### src/rtl/rvfi_emitter.sv
// rvfi_emitter: buffers reference-model retirement records in a small FIFO
// and replays them as RVFI beats with a running 64-bit retirement order.
// A transferred trap beat parks the emitter in HALT until flush_i.
// Optional feature macro: RVFI_EMITTER_STALL_CNT_EN enables a saturating
// count of backpressure cycles on stall_cnt_o (tied to zero otherwise).
module rvfi_emitter #(
    parameter int DEPTH = 4,
    parameter int XLEN  = 32,
    parameter int ILEN  = 32
) (
    input  logic            clk_i,
    input  logic            rst_ni,
    input  logic            push_valid_i,
    output logic            push_ready_o,
    input  logic [ILEN-1:0] push_insn_i,
    input  logic [XLEN-1:0] push_pc_i,
    input  logic            push_trap_i,
    input  logic            flush_i,
    output logic            rvfi_valid_o,
    input  logic            rvfi_ready_i,
    output logic [63:0]     rvfi_order_o,
    output logic [ILEN-1:0] rvfi_insn_o,
    output logic [XLEN-1:0] rvfi_pc_rdata_o,
    output logic            rvfi_trap_o,
    output logic            halt_o,
    output logic [31:0]     stall_cnt_o
);

    localparam int          AW        = (DEPTH > 1) ? $clog2(DEPTH) : 1;
    localparam logic [AW:0] DEPTH_CNT = (AW+1)'(DEPTH);

    typedef enum logic [0:0] {
        ST_RUN  = 1'b0,
        ST_HALT = 1'b1
    } state_t;

    logic [ILEN-1:0]  insn_mem_r [DEPTH];
    logic [XLEN-1:0]  pc_mem_r   [DEPTH];
    logic [DEPTH-1:0] trap_mem_r;

    logic [AW-1:0] wr_ptr_r;
    logic [AW-1:0] rd_ptr_r;
    logic [AW:0]   count_r;
    logic          live_r;
    logic [63:0]   order_r;
    state_t        state_r;
    state_t        state_nxt_s;

    logic empty_s;
    logic full_s;
    logic valid_s;
    logic push_s;
    logic xfer_s;

    // Occupancy flags, handshakes. Flush suppresses both push and transfer.
    assign empty_s      = (count_r == {(AW+1){1'b0}});
    assign full_s       = (count_r == DEPTH_CNT);
    assign push_ready_o = live_r & ~full_s;
    assign valid_s      = (state_r == ST_RUN) & ~empty_s;
    assign rvfi_valid_o = valid_s;
    assign push_s       = push_valid_i & push_ready_o & ~flush_i;
    assign xfer_s       = valid_s & rvfi_ready_i & ~flush_i;
    assign halt_o       = (state_r == ST_HALT);
    assign rvfi_order_o = order_r;

    // Holds push_ready_o low during reset and releases it on the first edge after.
    always_ff @(posedge clk_i or negedge rst_ni) begin
        if (!rst_ni) begin
            live_r <= 1'b0;
        end else begin
            live_r <= 1'b1;
        end
    end

    // FIFO pointers and occupancy; push and pop in the same cycle keep count.
    always_ff @(posedge clk_i or negedge rst_ni) begin
        if (!rst_ni) begin
            wr_ptr_r <= {AW{1'b0}};
            rd_ptr_r <= {AW{1'b0}};
            count_r  <= {(AW+1){1'b0}};
        end else if (flush_i) begin
            wr_ptr_r <= {AW{1'b0}};
            rd_ptr_r <= {AW{1'b0}};
            count_r  <= {(AW+1){1'b0}};
        end else begin
            if (push_s) begin
                wr_ptr_r <= wr_ptr_r + AW'(1);
            end
            if (xfer_s) begin
                rd_ptr_r <= rd_ptr_r + AW'(1);
            end
            case ({push_s, xfer_s})
                2'b10:   count_r <= count_r + (AW+1)'(1);
                2'b01:   count_r <= count_r - (AW+1)'(1);
                default: count_r <= count_r;
            endcase
        end
    end

    // FIFO storage; contents are masked at the outputs whenever empty.
    always_ff @(posedge clk_i) begin
        if (push_s) begin
            insn_mem_r[wr_ptr_r] <= push_insn_i;
            pc_mem_r[wr_ptr_r]   <= push_pc_i;
            trap_mem_r[wr_ptr_r] <= push_trap_i;
        end
    end

    // Head record drives the RVFI data outputs, zeroed when the FIFO is empty.
    always_comb begin
        rvfi_insn_o     = {ILEN{1'b0}};
        rvfi_pc_rdata_o = {XLEN{1'b0}};
        rvfi_trap_o     = 1'b0;
        if (empty_s) begin
            rvfi_insn_o     = {ILEN{1'b0}};
            rvfi_pc_rdata_o = {XLEN{1'b0}};
            rvfi_trap_o     = 1'b0;
        end else begin
            rvfi_insn_o     = insn_mem_r[rd_ptr_r];
            rvfi_pc_rdata_o = pc_mem_r[rd_ptr_r];
            rvfi_trap_o     = trap_mem_r[rd_ptr_r];
        end
    end

    // Retirement order advances once per transfer and wraps naturally at 2^64.
    always_ff @(posedge clk_i or negedge rst_ni) begin
        if (!rst_ni) begin
            order_r <= 64'd0;
        end else if (xfer_s) begin
            order_r <= order_r + 64'd1;
        end else begin
            order_r <= order_r;
        end
    end

    // Emitter state register.
    always_ff @(posedge clk_i or negedge rst_ni) begin
        if (!rst_ni) begin
            state_r <= ST_RUN;
        end else begin
            state_r <= state_nxt_s;
        end
    end

    // Next state: a transferred trap beat halts; flush always returns to RUN.
    always_comb begin
        state_nxt_s = state_r;
        if (flush_i) begin
            state_nxt_s = ST_RUN;
        end else begin
            case (state_r)
                ST_RUN: begin
                    if (xfer_s && rvfi_trap_o) begin
                        state_nxt_s = ST_HALT;
                    end else begin
                        state_nxt_s = ST_RUN;
                    end
                end
                ST_HALT: state_nxt_s = ST_HALT;
                default: state_nxt_s = ST_RUN;
            endcase
        end
    end

`ifdef RVFI_EMITTER_STALL_CNT_EN
    logic [31:0] stall_cnt_r;

    // Saturating count of cycles a valid beat waits on the consumer.
    always_ff @(posedge clk_i or negedge rst_ni) begin
        if (!rst_ni) begin
            stall_cnt_r <= 32'd0;
        end else if (valid_s && !rvfi_ready_i && (stall_cnt_r != 32'hFFFF_FFFF)) begin
            stall_cnt_r <= stall_cnt_r + 32'd1;
        end else begin
            stall_cnt_r <= stall_cnt_r;
        end
    end

    assign stall_cnt_o = stall_cnt_r;
`else
    assign stall_cnt_o = 32'd0;
`endif

endmodule

### config.mk
export PLATFORM = sky130hd
export DESIGN_NAME = rvfi_emitter
export DESIGN_NICKNAME = d
export VERILOG_FILES = /design/src/rtl/rvfi_emitter.sv
export SDC_FILE = /design/constraint.sdc
export NUM_CORES = 1
export LEC_CHECK = 0
export BUFFER_PORTS_ARGS = -buffer_cell sky130_fd_sc_hd__buf_2
export CAP_MARGIN = 30
export CORE_MARGIN = 8
export CORE_UTILIZATION = 50
export CTS_CLUSTER_DIAMETER = 30
export DETAILED_ROUTE_END_ITERATION = 12
export HOLD_SLACK_MARGIN = 0.05
export PLACE_DENSITY = 0.72
export SLEW_MARGIN = 20
export SYNTH_ARGS = -nofsm -noshare
export SYNTH_HDL_FRONTEND = slang
export SYNTH_SLANG_ARGS = --single-unit
### constraint.sdc
create_clock -name clk_i -period 3.8 [get_ports clk_i]
set_input_delay 0 -clock clk_i [delete_from_list [all_inputs] [get_ports clk_i]]
set_output_delay 0 -clock clk_i [all_outputs]
set_load 0.01 [all_outputs]
# After elaboration in Yosys (flattened, before gate mapping)
# Memory sizes are Yosys's and may differ from the RTL's.
# Cells that the tools add are included.
[totals] rom_bits=0 mem_count=2 ram_bits=256 latch_bits=0 inputBits=70 register_bits=77 output_inout_bits=164
[classes] reduce_logical=6 eq_ne=3 div=0 n_addsub=5 mul=0 bitwise_logic=10 mux=19 n_shift=0 order_cmp=3
[mem_list] memory="insn_mem_r" words=4 width=32 rd=1 rd_clocked_by_memory_dff=0 write_ports=1 line="37" text="logic [ILEN-1:0] insn_mem_r [DEPTH];"
[mem_list] memory="pc_mem_r" words=4 width=32 rd=1 rd_clocked_by_memory_dff=0 write_ports=1 line="38" text="logic [XLEN-1:0] pc_mem_r [DEPTH];"
[ops] operator="64-bit by 1-bit adder with 64-bit output, second input constant" count=1
[ops] operator="32-bit 2-to-1 mux" count=2
[ops] operator="2-bit 2-to-1 mux" count=4
[ops] operator="1-bit 2-to-1 mux" count=7
[ops] operator="1-bit AND" count=6
[ops] operator="2-bit by 3-bit less-than comparator with 1-bit output, second input constant" count=2
[ops] operator="3-bit one-hot mux with 2 select lines" count=1
[ops] operator="2-bit by 1-bit adder with 2-bit output, second input constant" count=2
[ops] operator="4-bit bitwise mux" count=1
[ops] operator="1-bit inverter" count=4
[ops] operator="2-bit nonzero test" count=2
[ops] operator="3-bit by 1-bit adder with 3-bit output, second input constant" count=1
[ops] operator="3-bit equality test, second input constant" count=1
[ops] operator="3-bit logical NOT" count=1
[ops] operator="3-bit 2-to-1 mux" count=1
[ops] operator="3-bit nonzero test" count=1
[ops] operator="3-bit by 1-bit subtractor with 3-bit output, second input constant" count=1
[ops] operator="1-bit binary-select mux with 2-bit select" count=1
[ops] operator="1-bit demux with 2-bit select" count=1
[ops] operator="2-bit by 1-bit equality test with 1-bit output, second input constant" count=1
[ops] operator="2-bit equality test, second input constant" count=1
[ops] operator="2-bit by 1-bit greater-or-equal comparator with 1-bit output, second input constant" count=1
[ops] operator="1-bit logical AND" count=2
[ops] operator="1-bit one-hot mux with 2 select lines" count=1

# Logic depth before layout (Yosys ltp)
# Gate-level depths: netlist of run 1.
[logic_depth] depth_word=9 depth_mapped=7

# Worst setup path after synthesis of run 1
# OpenSTA, ideal clock, no wires.
[synth_path] path_kind="reg2reg" from="register count_r[2]" to="memory insn_mem_r[0][0], enable pin" setup_time_ns=0.430 arrival_ns=2.467 setup_slack_ns=0.903 stages_incl_launch_ff=5 path_buffers=0 t_required_ns=3.370 path_cell_list="dfrtp_1 > inv_1 > o311ai_1 > nor2_1 > and2_1"
[synth_via] elab_chain_len=7
[synth_rtl] element="from (decl)" line="43" text="logic [AW:0] count_r;"
[synth_rtl] element="from (signal assigned)" line="80" text="count_r <= {(AW+1){1'b0}};"
[synth_rtl] element="from (signal assigned)" line="84" text="count_r <= {(AW+1){1'b0}};"
[synth_rtl] element="from (signal assigned)" line="93" text="2'b10: count_r <= count_r + (AW+1)'(1);"
[synth_rtl] element="3-bit equality test" line="57" text="assign full_s = (count_r == DEPTH_CNT);"
[synth_rtl] element="1-bit inverter" line="58" text="assign push_ready_o = live_r & ~full_s;"
[synth_rtl] element="1-bit AND" line="58"
[synth_rtl] element="1-bit AND (2 in series)" line="61" text="assign push_s = push_valid_i & push_ready_o & ~flush_i;"
[synth_rtl] element="1-bit 2-to-1 mux" line="102" text="if (push_s) begin"
[synth_rtl] element="1-bit 2-to-1 mux (implied by the code)" line="103" text="insn_mem_r[wr_ptr_r] <= push_insn_i;"
[synth_rtl] element="to (decl)" line="37"
# No other way between the ends.

# Worst setup path in the final report of run 1
[layout_path] from="register count_r[0]" to="register count_r[2]"
[layout_via] elab_chain_len=8 word_cells_on_any_way=17 classes_between="add/sub (2); eq/ne (3); mux (2); bitwise (8); reduce/logical (2)"
[layout_rtl] element="3-bit equality test or 3-bit logical NOT (tied branches)" line="57, 56"
[layout_rtl] element="1-bit inverter, on equally long branches" line="58, 59"
[layout_rtl] element="1-bit AND, on equally long branches" line="58, 59"
[layout_rtl] element="1-bit AND, on equally long branches (2 in series)" line="61, 62"
[layout_rtl] element="2-bit by 1-bit equality test with 1-bit output or 2-bit equality test (tied branches)" line="92" text="case ({push_s, xfer_s})"
[layout_rtl] element="3-bit one-hot mux with 2 select lines" line="92"
[layout_rtl] element="3-bit 2-to-1 mux" line="81" text="end else if (flush_i) begin"
# Parallel ways exist; a longest one is shown, timed or not.
# A chain may end at the register's enable or synchronous reset.

==> key figures, run 1 <==
Run status
  – Status: finished, final reports clean

Clocking
  – Postcts setup bufs: 0
  – CTS clk-pin slew, worst paths: 0.05 ns
  – CTS resizes: 0
  – H-tree Lvls: 3
  – Total CTS buffers: 67
  – Buffer levels on the longest clock path: 3
  – Hold Buf Count CTS: 72
  – CTS tree: built
  – Clock Sinks: 333
  – Clock insertion delay at the later pin of the skew report: 0.54 ns
  – Clock root cell: clkbuf_16

Placed design
  – Placement Cell Area: 15,000 um^2
  – Port bufs: 201
  – Post-DP HPWL: 17,900 um
  – GP Congestion: 0.795

Cells and area
  – Most frequent cells in the layout: edfxtp_1 (260), buf_2 (201), dfrtp_1 (71), dlygate4sd3_1 (71), clkbuf_16 (68)
  – Post-route cell area: 18,000 um^2
  – Most common cell after layout, fill and taps aside: edfxtp_1
  – Fin nets: 1,181
  – Share of cells above drive strength 1: 0.360
  – Util after Layout: 0.671
  – Synth-to-Final Area Change: 32.3%

Logic synthesis
  – Post-synthesis sequential area ratio: 0.707
  – Yosys warnings: 0
  – EDFF count, synth: 260
  – Netlist cell types: 46
  – Post-Synthesis Cells: 777
  – Post-synthesis register bit count: 333
  – Async SR Flop Fraction: 0.219
  – Top_reg_cell synth: edfxtp_1
  – Synth Cell Area: 13,600 um^2
  – Post-Syn Area per Cell: 17.5 um^2

Setup path
  – Worst Path Arrival: 3.35 ns
  – WP data required: 4.21 ns
  – Startpoint Class: register
  – Reg2Reg Depth: 7
  – WS Path Type: register to register
  – R2R Path End: count_r[2]$_DFFE_PN0P_
  – Worst-path maximum fanout: 67
  – FF-to-FF setup slack: 0.86 ns
  – Worst R2R Start: count_r[0]$_DFFE_PN0P_
  – CP Capture Type: register

Detailed routing
  – Starting DRC count in detailed routing: 514
  – DRC errors left: 0
  – 1st-pass router iterations: 5
  – DRT antenna net count: 0
  – Post-DR vias/cell: 5.24
  – Average routed wire per standard cell: 20.0 um
  – Routed WL: 30,100 um
  – Vias post-DR: 7,881

STA
  – Least-Margin Pin Slew: 0.862 ns
  – WHS: 0.210 ns
  – Setup TNS: 0 ns
  – Final Hold Viols: 0
  – Clock skew: 0.0184 ns
  – Slew margin rel.: 0.425
  – Final setup viols: 0
  – Tcrit/Tclk final: 0.774
  – Minimum clock period: 2.94 ns
  – Final Max Tran Viols: 0
  – Max frequency: 0.340 GHz
  – RSZ-0062 raised after global routing: no

Min path
  – Worst min-delay path startpoint: push_pc_i[13]
  – Hold depth: 2
  – Hold Crit Class: primary input to register
  – Min-Delay Endpoint: pc_mem_r[2][13]$_DFFE_PP_

Floorplanning
  – Row count: 60
  – DIE HEIGHT: 181 um
  – I/O pins: 234
  – Initial Util: 0.507
  – Die width: 181 um
  – Core area: 26,900 um^2
  – Die area: 32,800 um^2

Global route
  – First-pass GRT wire length: 47,600 um
  – GRT Util Overall: 0.184
  – Largest net degree at the start of global routing: 68
  – Vias in the first global route: 8,602
  – GRT Residual Overflow: 0
  – Initial antenna violation count: 5

Power and ir drop
  – Power Density: 673 nW/um^2
  – Pwr Total: 0.0121 W
  – Max VDD drop: 577 uV
  – Leakage: 7.19 nW

Flow run
  – Max Cap Viol: 0
==> synth_stat cells, types with 2 or more instances <==
| cell type | instances | share of area |
|---|---|---|
| mux4_2 | 65 | 0.11 |
| dfrtp_1 | 73 | 0.13 |
| conb_1 | 2 | 0.00055 |
| nor4_2 | 2 | 0.0018 |
| nand4_2 | 3 | 0.0028 |
| and2_1 | 6 | 0.0028 |
| nand2_1 | 28 | 0.0077 |
| nor3_1 | 16 | 0.0059 |
| nor2_1 | 45 | 0.012 |
| nor4_1 | 2 | 0.00092 |
| inv_1 | 12 | 0.0033 |
| nor3_2 | 2 | 0.0015 |
| buf_1 | 2 | 0.00055 |
| buf_6 | 2 | 0.0017 |
| a21oi_1 | 3 | 0.0011 |
| ha_1 | 5 | 0.0046 |
| and3_1 | 7 | 0.0032 |
| nand4_1 | 15 | 0.0069 |
| nor4_4 | 5 | 0.0078 |
| edfxtp_1 | 260 | 0.57 |
| xor2_1 | 41 | 0.026 |
| buf_4 | 32 | 0.018 |
| clkbuf_1 | 14 | 0.0039 |
| xnor2_1 | 26 | 0.017 |
| mux2i_1 | 2 | 0.0015 |
| nor2b_1 | 65 | 0.030 |
| buf_2 | 7 | 0.0026 |
| nand4_4 | 2 | 0.0031 |
| nand3_1 | 16 | 0.0059 |
==> per-layer routing <==
metal  track usage  routed length (um)  up-vias
li1              -                   -     3557
met1         0.234               12700     3947
met2         0.295               14600      326
met3        0.0560                2300       51
met4        0.0666                 589        0
met5             0                   0        -
==> report_power, final <==
part | switching [W] | internal [W]
logic | 0.00115 | 0.000995
clock network | 0.00188 | 0.00386
registers | 0.000185 | 0.00405
==> per-stage QoR <==
step	instances	setup WS [ns]
CTS	1498	0.771
detailed placement	1304	1.20
finish	1505	0.858
floorplan	808	0.903
global placement	1300	1.27
global route	1504	0.572
==> how the worst max path moves through the flow <==
stage / start / to / depth (start not counted)
global route: count_r[0]$_DFFE_PN0P_ / count_r[2]$_DFFE_PN0P_ / 7
CTS: count_r[0]$_DFFE_PN0P_ / count_r[2]$_DFFE_PN0P_ / 7
detailed placement: count_r[0]$_DFFE_PN0P_ / count_r[1]$_DFFE_PN0P_ / 6
finish: count_r[0]$_DFFE_PN0P_ / count_r[2]$_DFFE_PN0P_ / 7
floorplan: count_r[2]$_DFFE_PN0P_ / insn_mem_r[0][0]$_DFFE_PP_ / 4
global placement: count_r[0]$_DFFE_PN0P_ / count_r[1]$_DFFE_PN0P_ / 6
==> area by class of cell <==
cell class	count	area [um^2]
antenna	6	15.0
clock buffer	78	1790
clock inverter	44	474
fill	1834	8840
inverter	12	45.0
multi-input combinational	406	3730
sequential	333	9640
tap	341	427
timing repair buffer	285	1920
==> cell families after synthesis <==
| family | count (synthesis) | share of synthesized area |
|---|---|---|
| AO/OA/AOI/OAI | 9 | 0.00459 |
| XOR/XNOR | 68 | 0.0442 |
| adder cells (fa/ha/maj) | 6 | 0.00606 |
| buffers and inverters | 69 | 0.0296 |
| flip-flops | 333 | 0.707 |
| multiplexers | 68 | 0.110 |
| other | 2 | 0.000551 |
| AND/OR/NAND/NOR | 222 | 0.0985 |
==> worst max-delay path, stage by stage (launching register included) <==
cell and delay (ns):
dfrtp_1 0.47, nor3_4 0.35, buf_4 0.67, nor2_1 0.31, a22oi_1 0.23, o32a_1 0.18
a21oi_1 0.06, dlygate4sd3_1 0.56
==> registers in the layout, summed over array words and instances, names as in the netlist <==
register	cells
rd_ptr_r	2
insn_mem_r	128
trap_mem_r	4
wr_ptr_r	2
count_r	3
rvfi_order_o	64
pc_mem_r	128
live_r	1
halt_o	1
Note: power is estimated with default switching activity, not from simulation.
==> inputs of run 2 (changes only) <==
==> constraint.sdc (replaced) <==
create_clock -name clk_i -period 2.8 [get_ports clk_i]
set_input_delay 0 -clock clk_i [delete_from_list [all_inputs] [get_ports clk_i]]
set_output_delay 0 -clock clk_i [all_outputs]
set_load 0.01 [all_outputs]
==> run 2 against run 1 <==
  * Sequential share of layout area down 0.35 points
  * Count of clock-buffer cells in the layout down 3
  * Cell area up 0.66%
  * Worst setup slack worse by 0.65 ns
  * Flip-flop and latch count unchanged
  * Clock skew up 0.0039 ns
  * Register-to-register slack worse by 0.36 ns
  * Critical path type is now register to primary output
  * Critical endpoint is now rvfi_insn_o[1]
==> key figures, run 2 (synthesized netlist as in run 1, its figures left out) <==
Run status
  – Status: finished, final reports clean

Power and ir drop
  – Switching Fraction: 0.272 (+0.00709)
  – Clock power share: 0.480 (+0.006)
  – Sequential share of power: 0.343 (-0.007)
  – Leakage: 7.26 nW (+1.1%)
  – Net Sw Power: 0.00456 W (+42%)
  – Power Density: 922 nW/um^2 (+37%)
  – Logic pwr share: 0.177 (about the same)
  – Internal power: 0.0122 W (+37%)
  – Max VDD drop: 684 uV (+19%)

Clocking
  – CTS clk-pin slew, worst paths: 0.05 ns (about the same)
  – Total CTS buffers: 68 (+1.5%)
  – Buffer levels on the longest clock path: 3 (unchanged)
  – Clock root cell: clkbuf_16
  – H-tree Lvls: 3 (unchanged)
  – CTS tree: built
  – CTS resizes: 0 (unchanged)
  – Clock insertion delay at the later pin of the skew report: 0.56 ns (+0.02 ns)
  – Clock Sinks: 333 (unchanged)

STA
  – Tcrit/Tclk final: 0.927
  – Setup TNS: 0 ns (unchanged)
  – Final setup viols: 0 (unchanged)
  – Slew margin rel.: 0.573 (+0.148)
  – Least-Margin Pin Slew: 0.640 ns (-0.222 ns)
  – Clock skew: 0.0223 ns (+0.00392 ns)
  – WHS: 0.186 ns (-0.0245 ns)
  – Final Hold Viols: 0 (unchanged)
  – Max frequency: 0.385 GHz
  – RSZ-0062 raised after global routing: no
  – Minimum clock period: 2.59 ns
  – Final Max Tran Viols: 0 (unchanged)

Detailed routing
  – DRC errors left: 0 (unchanged)
  – 1st-pass router iterations: 5 (unchanged)
  – Starting DRC count in detailed routing: 466 (-9.3%)
  – Vias post-DR: 8,014 (+1.7%)
  – Average routed wire per standard cell: 20.1 um (+0.32%)
  – DRT antenna net count: 0 (unchanged)
  – Routed WL: 30,400 um (+0.79%)
  – Post-DR vias/cell: 5.30 (+1.2%)

Floorplanning
  – I/O pins: 234 (unchanged)
  – Die width: 181 um (unchanged)
  – Die area: 32,800 um^2 (unchanged)
  – Core area: 26,900 um^2 (unchanged)
  – Initial Util: 0.507 (unchanged)
  – DIE HEIGHT: 181 um (unchanged)
  – Row count: 60 (unchanged)

Setup path
  – WP data required: 2.80 ns (-1.41 ns)
  – Worst-path maximum fanout: 29 (-57%)
  – Startpoint Class: register
  – Worst R2R Start: rvfi_order_o[14]$_DFFE_PN0P_
  – WS Path Type: register to primary output
  – Crit path launch: rd_ptr_r[0]$_DFFE_PN0P_
  – CP Capture Type: primary output
  – Worst Path Arrival: 2.59 ns (-0.76 ns)

Placed design
  – Port bufs: 201 (unchanged)
  – Post-DP HPWL: 18,800 um (+5.2%)
  – DP Cell Count: 1,316 (+0.92%)
  – GP Congestion: 0.809 (+1.7%)

Min path
  – Hold Crit Class: primary input to register
  – Worst min-delay path startpoint: push_pc_i[20]

Global route
  – GRT Util Overall: 0.185 (+0.00173)
  – First-pass GRT wire length: 48,200 um (+1.2%)
  – Largest net degree at the start of global routing: 66 (-2.9%)
  – GRT Residual Overflow: 0 (unchanged)
  – Initial antenna violation count: 2 (-3)
  – Vias in the first global route: 8,818 (+2.5%)

Flow run
  – Max Cap Viol: 0 (unchanged)

Cells and area
  – Layout fillers: 1,735 (-5.4%)
  – Most frequent cells in the layout: edfxtp_1 (260), buf_2 (202), dfrtp_1 (71), dlygate4sd3_1 (70), clkbuf_16 (68)
  – Final Non-Filler Cells: 1,512 (+0.47%)
  – Fin nets: 1,192 (+0.93%)
  – Most common cell after layout, fill and taps aside: edfxtp_1
  – Synth-to-Final Area Change: 33.2%
  – Util after Layout: 0.676 (+0.00442)
  – Share of cells above drive strength 1: 0.373 (+0.0129)
## run 2: layout make-up
class,instances,area (um^2),area share
inverters,12,45.0,0.00248
diodes,2,5.00,0.000276
clock inverters,48,572,0.0315
clock buffers,75,1770,0.0974
multi-input cells,406,3730,0.205
repair buffers,295,1970,0.109
flip-flops and latches,333,9640,0.531
well taps,341,427,0.0235
## run 2: path summary, 6_finish.rpt
kind | endpoint | slack, ns | cells after the start
hold / removal | pc_mem_r[3][20]$_DFFE_PP_ | 0.19 | 2
max in group asynchronous | rvfi_order_o[10]$_DFFE_PN0P_ | 1.66 | 5
min in group asynchronous | rd_ptr_r[1]$_DFFE_PN0P_ | 0.53 | 4
hold reg to reg | rvfi_order_o[63]$_DFFE_PN0P_ | 0.46 | 1
setup reg to reg | rvfi_order_o[61]$_DFFE_PN0P_ | 0.50 | 5
setup / recovery | rvfi_insn_o[1] | 0.21 | 4
## run 2: metal layers
metal	track usage	wire length, um	vias to the layer above
li1	-	-	3588
met1	0.230	12600	4033
met2	0.306	14700	322
met3	0.0548	2370	71
met4	0.0672	713	0
met5	0	0	-
## run 2: timing repair
item	4_1_cts	5_1_grt
hold buffers	71	0
endpoints found under the hold margin	333	0
buffers inserted	0	0
setup endpoints to repair	0	0
## run 2: power by group through the flow
stage          clock network [W]  registers [W]  logic [W]
6_report                 0.00804        0.00573    0.00296
5_1_grt                  0.00840        0.00577    0.00320
4_1_cts                  0.00817        0.00574    0.00301
3_5_place_dp                   0        0.00583    0.00291
3_3_place_gp                   0        0.00582    0.00289
2_1_floorplan                  0        0.00568    0.00189
## run 2: critical path, stage by stage, from the launching register on
cell and delay (ns):
dfrtp_4 0.81, buf_4 0.33, mux4_2 0.52, nor2b_1 0.18, buf_2 0.18
## run 2: per-stage QoR
stage          instance area [um^2]  total power [W]  worst slack, ns
2_1_floorplan                 13800          0.00757            0.594
3_3_place_gp                  15100          0.00871            0.582
3_5_place_dp                  15100          0.00874            0.545
4_1_cts                       18200           0.0169            0.133
5_1_grt                       18200           0.0174           0.0548
6_report                      18200           0.0167            0.205
